--- src/rtl/rv_hazard_fwd_unit.sv ---
// rtl/rv_hazard_fwd_unit.sv - scoreboard-based hazard, forwarding and stall control for RV32I
// Tracks in-flight writers from execute to writeback and resolves the issuing instruction's operands.
module rv_hazard_fwd_unit #(
   parameter int XLEN       = 32,
   parameter int REG_AW     = 5,
   parameter int NUM_STAGES = 3,
   parameter int LOAD_READY = 1,
   parameter int CNT_W      = 16,
   localparam int SEL_W     = $clog2(NUM_STAGES + 1)
) (
   input  logic                       clk,
   input  logic                       rst,
   input  logic                       issue_valid,
   input  logic [REG_AW-1:0]          issue_rs1_addr,
   input  logic [REG_AW-1:0]          issue_rs2_addr,
   input  logic                       issue_rs1_used,
   input  logic                       issue_rs2_used,
   input  logic [REG_AW-1:0]          issue_rd_addr,
   input  logic                       issue_rd_we,
   input  logic                       issue_is_load,
   input  logic [XLEN-1:0]            rf_rs1_data,
   input  logic [XLEN-1:0]            rf_rs2_data,
   input  logic [NUM_STAGES*XLEN-1:0] stage_rd_data,
   input  logic                       mem_busy,
   input  logic                       flush,
   input  logic                       cnt_clr,
   output logic                       issue_accept,
   output logic                       stall,
   output logic [SEL_W-1:0]           rs1_fwd_sel,
   output logic [SEL_W-1:0]           rs2_fwd_sel,
   output logic [XLEN-1:0]            rs1_data,
   output logic [XLEN-1:0]            rs2_data,
   output logic                       wb_valid,
   output logic [REG_AW-1:0]          wb_rd_addr,
   output logic                       wb_rd_we,
   output logic [CNT_W-1:0]           stall_count
);

   logic [NUM_STAGES-1:0] slot_valid;
   logic [NUM_STAGES-1:0] slot_we;
   logic [NUM_STAGES-1:0] slot_load;
   logic [REG_AW-1:0]     slot_rd [NUM_STAGES];

   logic rs1_hit, rs1_rdy, rs2_hit, rs2_rdy;
   logic rs1_hazard, rs2_hazard;

   // Walk from oldest to youngest so the youngest matching slot overrides older ones.
   always_comb begin
      rs1_hit     = 1'b0;
      rs1_rdy     = 1'b0;
      rs1_fwd_sel = '0;
      rs1_data    = rf_rs1_data;
      rs2_hit     = 1'b0;
      rs2_rdy     = 1'b0;
      rs2_fwd_sel = '0;
      rs2_data    = rf_rs2_data;
      for (int k = NUM_STAGES - 1; k >= 0; k--) begin
         if (slot_valid[k] && slot_we[k] && issue_rs1_used &&
             issue_rs1_addr != '0 && slot_rd[k] == issue_rs1_addr) begin
            rs1_hit     = 1'b1;
            rs1_rdy     = !slot_load[k] || (k >= LOAD_READY);
            rs1_fwd_sel = SEL_W'(k + 1);
            rs1_data    = stage_rd_data[k*XLEN +: XLEN];
         end
         if (slot_valid[k] && slot_we[k] && issue_rs2_used &&
             issue_rs2_addr != '0 && slot_rd[k] == issue_rs2_addr) begin
            rs2_hit     = 1'b1;
            rs2_rdy     = !slot_load[k] || (k >= LOAD_READY);
            rs2_fwd_sel = SEL_W'(k + 1);
            rs2_data    = stage_rd_data[k*XLEN +: XLEN];
         end
      end
   end

   assign rs1_hazard   = rs1_hit && !rs1_rdy;
   assign rs2_hazard   = rs2_hit && !rs2_rdy;
   assign stall        = issue_valid && !flush && (rs1_hazard || rs2_hazard);
   assign issue_accept = issue_valid && !stall && !flush && !mem_busy;

   // A busy data memory freezes every slot, so forwarding keeps tracking the same producers.
   always_ff @(posedge clk or posedge rst) begin
      if (rst) begin
         slot_valid <= '0;
         slot_we    <= '0;
         slot_load  <= '0;
         for (int i = 0; i < NUM_STAGES; i++) begin
            slot_rd[i] <= '0;
         end
      end else if (!mem_busy) begin
         for (int i = NUM_STAGES - 1; i > 0; i--) begin
            slot_valid[i] <= slot_valid[i-1];
            slot_we[i]    <= slot_we[i-1];
            slot_load[i]  <= slot_load[i-1];
            slot_rd[i]    <= slot_rd[i-1];
         end
         slot_valid[0] <= issue_accept;
         slot_we[0]    <= issue_accept && issue_rd_we;
         slot_load[0]  <= issue_accept && issue_is_load;
         slot_rd[0]    <= issue_accept ? issue_rd_addr : '0;
      end
   end

   always_ff @(posedge clk or posedge rst) begin
      if (rst) begin
         stall_count <= '0;
      end else if (cnt_clr) begin
         stall_count <= '0;
      end else if (stall && !mem_busy && stall_count != '1) begin
         stall_count <= stall_count + 1'b1;
      end
   end

   assign wb_valid   = slot_valid[NUM_STAGES-1];
   assign wb_rd_addr = slot_rd[NUM_STAGES-1];
   assign wb_rd_we   = slot_we[NUM_STAGES-1];

endmodule

--- config.mk ---
export PLATFORM = sky130hd
export DESIGN_NAME = rv_hazard_fwd_unit
export DESIGN_NICKNAME = d
export VERILOG_FILES = /design/src/rtl/rv_hazard_fwd_unit.sv
export SDC_FILE = /design/constraint.sdc
export NUM_CORES = 1
export LEC_CHECK = 0
export CAP_MARGIN = 20
export CORE_AREA = 2 2 109 111
export CTS_CLUSTER_DIAMETER = 60
export DETAILED_ROUTE_END_ITERATION = 7
export DIE_AREA = 0 0 111 113
export DONT_BUFFER_PORTS = 1
export GPL_TIMING_DRIVEN = 0
export PLACE_DENSITY = 0.52
export SLEW_MARGIN = 20
export SYNTH_ARGS = -nofsm -noshare
export SYNTH_HDL_FRONTEND = slang
export SYNTH_SLANG_ARGS = --single-unit
export TNS_END_PERCENT = 20
--- constraint.sdc ---
create_clock -name clk -period 3.56 [get_ports clk]
set_clock_uncertainty 0.15 [all_clocks]
set_input_delay 0.712 -clock clk [delete_from_list [all_inputs] [get_ports clk]]
set_output_delay 0.712 -clock clk [all_outputs]
set_load 0.02 [all_outputs]
* Yosys cells after proc, flatten, opt, wreduce, memory -nomap -nowiden
Index checks and enable logic that the tools add are counted.
** Cells by class
- Add/subtract/negate cells :: 1
- Equality and inequality tests :: 7
- Muxes and demuxes :: 23
- Reductions and logical operators :: 42
** Operators with widths (number)
- $mux W32 :: 6
- $logic_and A1 B1 Y1 :: 32
- $mux W16 :: 2
- $eq A5 B5 Y1 :: 6
- $add A16 B1 Y16 const B :: 1
- $ne A16 B16 Y1 const B :: 1
- $mux W2 :: 6
- $reduce_bool A5 Y1 :: 2
- $mux W1 :: 8
- $logic_not A1 Y1 :: 6
- $mux W5 :: 1
- $reduce_bool A2 Y1 :: 1
- $logic_or A1 B1 Y1 :: 1
** Word-level totals
- Bits in registers :: 38
- Output and inout port bits :: 93
- Word-level logic and storage cells :: 80

* Longest topological paths before layout
- Word-level depth :: 16
- Gate-level depth with buffers :: 9
- Gate-level depth less buffers :: 6

* Least setup slack after synthesis
Ideal clock, no wire load.
- Path kind :: input -> output
- From :: in issue_rs2_addr[1]
- To :: out rs2_data[10]
- Arrival time :: 2.460 ns
- Setup slack :: 0.238 ns
- Stages on the path :: 8
- Buffers on the path :: 3
- Cells stage by stage :: or4_4 -> o21ai_2 -> or4_4 -> buf_6 -> buf_2 -> buf_2 -> o21ai_0 -> o21ai_1
** On the way
- Cells in the longest elaborated chain, start to end :: 6
- Elaborated cells on any way between the ends :: 13
- Those cells by class :: 3 x eq/ne; 3 x mux; 7 x reduce/logical
** Ends and longest elaborated chain
- start, declared :: RTL line 15 : input logic [REG_AW-1:0] issue_rs2_addr,
- $reduce_bool A5 Y1 :: RTL line 66 : issue_rs2_addr != '0 && slot_rd[k] == issue_rs2_addr) begin
- $logic_and A1 B1 Y1 :: RTL line 65 : if (slot_valid[k] && slot_we[k] && issue_rs2_used &&
- $logic_and A1 B1 Y1 :: RTL line 66
- $mux W32 (2 in series) :: RTL line 65
- $mux W32 * :: RTL line 65
- end, declared :: RTL line 32 : output logic [XLEN-1:0] rs2_data,
Every way passes the cells marked *; elsewhere a longest branch is shown, timed or not.

* Worst setup path in the final report
- From :: in issue_rs1_addr[1]
- To :: out rs1_data[20]
** On the way
- Cells in the longest elaborated chain, start to end :: 6
- Elaborated cells on any way between the ends :: 13
- Those cells by class :: 3 x eq/ne; 3 x mux; 7 x reduce/logical
** Ends and longest elaborated chain
- start, declared :: RTL line 14 : input logic [REG_AW-1:0] issue_rs1_addr,
- $reduce_bool A5 Y1 :: RTL line 59 : issue_rs1_addr != '0 && slot_rd[k] == issue_rs1_addr) begin
- $logic_and A1 B1 Y1 :: RTL line 58 : if (slot_valid[k] && slot_we[k] && issue_rs1_used &&
- $logic_and A1 B1 Y1 :: RTL line 59
- $mux W32 (2 in series) :: RTL line 58
- $mux W32 * :: RTL line 58
- end, declared :: RTL line 31 : output logic [XLEN-1:0] rs1_data,
Marks and branches as above.

==> results.py <==
metrics = {
    "run_status": {
        "status": "complete, but fails checks",
        "violations": "setup timing",
    },
    "synthesis": {
        "synth.most_common_cell": "nand2_1",
        "syn_area_per_cell_um2": 7.35,
        "yosysWarnings": 0,
        "synthArstFlopShare_pct": 100,
        "synth_area_leaders": "dfrtp_1 21%, a211oi_1 11%, o21ai_1 8.3%",
        "yosysTopAreaCell": "dfrtp_1",
        "syn_nets": 806,
        "synth_edf_count": 0,
        "syn-instance-count": 620,
        "synth-seq-area-share_pct": 20.9,
        "yosys_register_bits": 38,
        "synth_top_area_share_pct": 20.9,
        "syn_area_um2": 4560,
        "synthDistinctLibCells": 46,
        "ys_top_cells_by_count": "80 x nand2_1, 76 x o21ai_1, 68 x a211oi_1",
        "ys.flop_type": "dfrtp_1",
    },
    "power_and_ir_drop": {
        "power.density_nw_per_um2": 254,
        "finalPower_mw": 1.39,
        "peakVddDrop_mv": 0.263,
        "leakagePower_nw": 2.04,
    },
    "sta": {
        "tightest_slew_ns": 0.705,
        "holdWs_ns": 0.113,
        "grt_setup_unrepaired": "true",
        "fin_crit_ns": 3.60,
        "drv_slew": 0,
        "setup_tns_ns": -0.0974,
        "hold_violations": 0,
        "fmax_mhz": 278,
        "setup_viol": 6,
        "slew-limit-headroom_pct": 52.5,
        "layout_setup_ws_ns": -0.0398,
        "fin_crit_sh_pct": 101,
    },
    "route": {
        "drt-initial-drc-count": 381,
        "antenna_left": 0,
        "first_pass_iters": 7,
        "finalWirelength_um": 19500,
        "avgRoutedWirePerCell_um": 25.2,
        "vias": 5165,
        "viasPerCell": 6.66,
        "drc": 0,
    },
    "critical_path": {
        "path_cells": "or4_1 > nor2_2 > or4_4 > buf_6 > clkbuf_2 > o21ai_0 > o21ai_1",
        "cp-end-kind": "output port",
        "startpoint_type": "primary input",
        "crit_family": "simple AND/OR/NAND/NOR gates",
        "cp_num_buf_inv": 2,
        "crit_fanout": 10,
        "path_class": "primary input to output port",
        "cp_slowest_stage_delay_ns": 0.59,
        "critPathSlowestCell": "or4_1",
        "crit_arrival_ns": 2.74,
        "required_ns": 2.70,
    },
    "grt": {
        "grt_antenna_before_repair": 1,
        "grt.busiest_layer": "met2",
        "grt_pass1_vias": 5187,
        "grt.overflow.total": 0,
        "grt_use_met3_pct": 6.64,
        "gr-usage-met2_pct": 51.9,
        "grt.total_usage_pct": 29.8,
        "grt_pass1_wl_um": 30000,
        "globalRouteMet1Util_pct": 36.7,
        "grt_max_degree": 27,
    },
    "layout": {
        "syn_to_final_growth_pct": 19.7,
        "final_core_util_pct": 48.4,
        "design_area_um2": 5460,
        "final_cells": 775,
        "drive_above_1_share_pct": 26.9,
        "nNetsFinal": 816,
    },
    "cts": {
        "cts_tree": "yes",
        "clk_pin_slew_worst_paths_ns": 0.06,
        "max-clock-path-buffers": 2,
        "worstSkewPairLatency_ns": 0.28,
        "numCtsBuffers": 5,
        "htreeDepth": 2,
        "clock_sinks": 38,
        "root_buffer": "clkbuf_16",
    },
    "placement": {
        "port_buffers": 0,
        "placed_cells": 764,
        "placed_cell_area_um2": 4760,
        "dp_hpwl_um": 15000,
        "place_ws_ns": -0.504,
        "gp_congestion": 0.990,
    },
    "floorplanning": {
        "fp.dieW_um": 111,
        "fp-row-count": 39,
        "die_y_um": 113,
        "start_util_pct": 40.4,
        "die_area_um2": 12500,
        "top_level_ports": 278,
        "design.core.area_um2": 11300,
    },
    "run": {
        "drv_cap": 0,
    },
    "min_path": {
        "hp-class": "primary input to asynchronous set/reset pin",
    },
}
-- sequential cells by signal, summed over array words and instances (netlist names) --
name / count
stall_count: 16
slot_valid: 3
slot_load: 1
wb_rd_addr: 5
slot_rd: 10
slot_we: 3
-- metal layers --
layer,up-vias,part of all wire [%]
met3,52,8.3
met2,299,49
met1,2498,39
met4,0,3.5
met5,-,0
li1,2316,-
-- path summary, 6_finish.rpt --
| kind | from | end | slack [ns] | cells after the start |
|---|---|---|---|---|
| min in group clk | slot_we[0] | slot_we[0] | 0.43 | 1 |
| min reg2reg | slot_we[0] | slot_we[0] | 0.43 | 1 |
| max | issue_rs1_addr[1] | rs1_data[20] | -0.04 | 7 |
| max in group asynchronous | rst | stall_count[5] | 2.71 | 2 |
| max reg2reg | stall_count[7] | stall_count[2] | 0.87 | 6 |
| min | rst | stall_count[13] | 0.11 | 1 |
-- power by group --
group | total (mW) | internal, mW | switching (mW)
logic | 0.322 | 0.126 | 0.196
clock network | 0.582 | 0.402 | 0.180
registers | 0.484 | 0.452 | 0.0318
total | 1.39 | 0.980 | 0.408
-- cell type report --
| class | instances | area, um^2 |
|---|---|---|
| repair buffers | 5 | 50.0 |
| plain buffers | 63 | 312 |
| clock buffers | 5 | 125 |
| diodes | 1 | 2.50 |
| multi-input cells | 513 | 3750 |
| well taps | 143 | 179 |
| fillers | 1140 | 5820 |
| clock inverters | 3 | 68.8 |
| inverters | 4 | 15.0 |
| flip-flops and latches | 38 | 951 |
-- cell usage in the layout (no fill, tap or decap), types with 3 or more instances in the layout --
cell	instances
or4_4	3
and3_1	37
a32o_1	7
clkbuf_1	30
nor2b_1	13
xor2_1	13
clkbuf_4	3
nand4_1	6
o21ai_1	19
o21ai_0	59
nor4_4	5
xnor2_1	17
mux2_2	14
o21ai_2	59
a211oi_1	37
nor2_1	18
a21oi_1	6
inv_1	3
buf_2	8
a211oi_2	32
nor3_1	3
dfrtp_1	38
a21boi_0	32
a2111oi_4	3
buf_4	10
nand2_1	79
nand3_1	10
clkbuf_2	13
mux2_1	14
clkbuf_16	5
-- cell families after synthesis --
kind of cell	count (synthesis)	synth area share, %
and+or+nand+nor	190	21.4
muxes	29	7.14
DFF	38	20.9
xor gates and xnor gates	30	5.77
AOI/OAI and AO/OA	263	37.9
adders and majority gates	1	0.275
buffers and inverters	69	6.70
-- what timing repair did --
| item | 4_1_cts | 5_1_grt |
|---|---|---|
| buffers inserted | 2 | 2 |
| hold buffers | 0 | 0 |
| gates resized for setup | 81 | 50 |
| pin swaps | 1 | 6 |
| cloned | 0 | 0 |
| setup endpoints to repair | 68 | 65 |
Power figures use the tool's default switching activity.
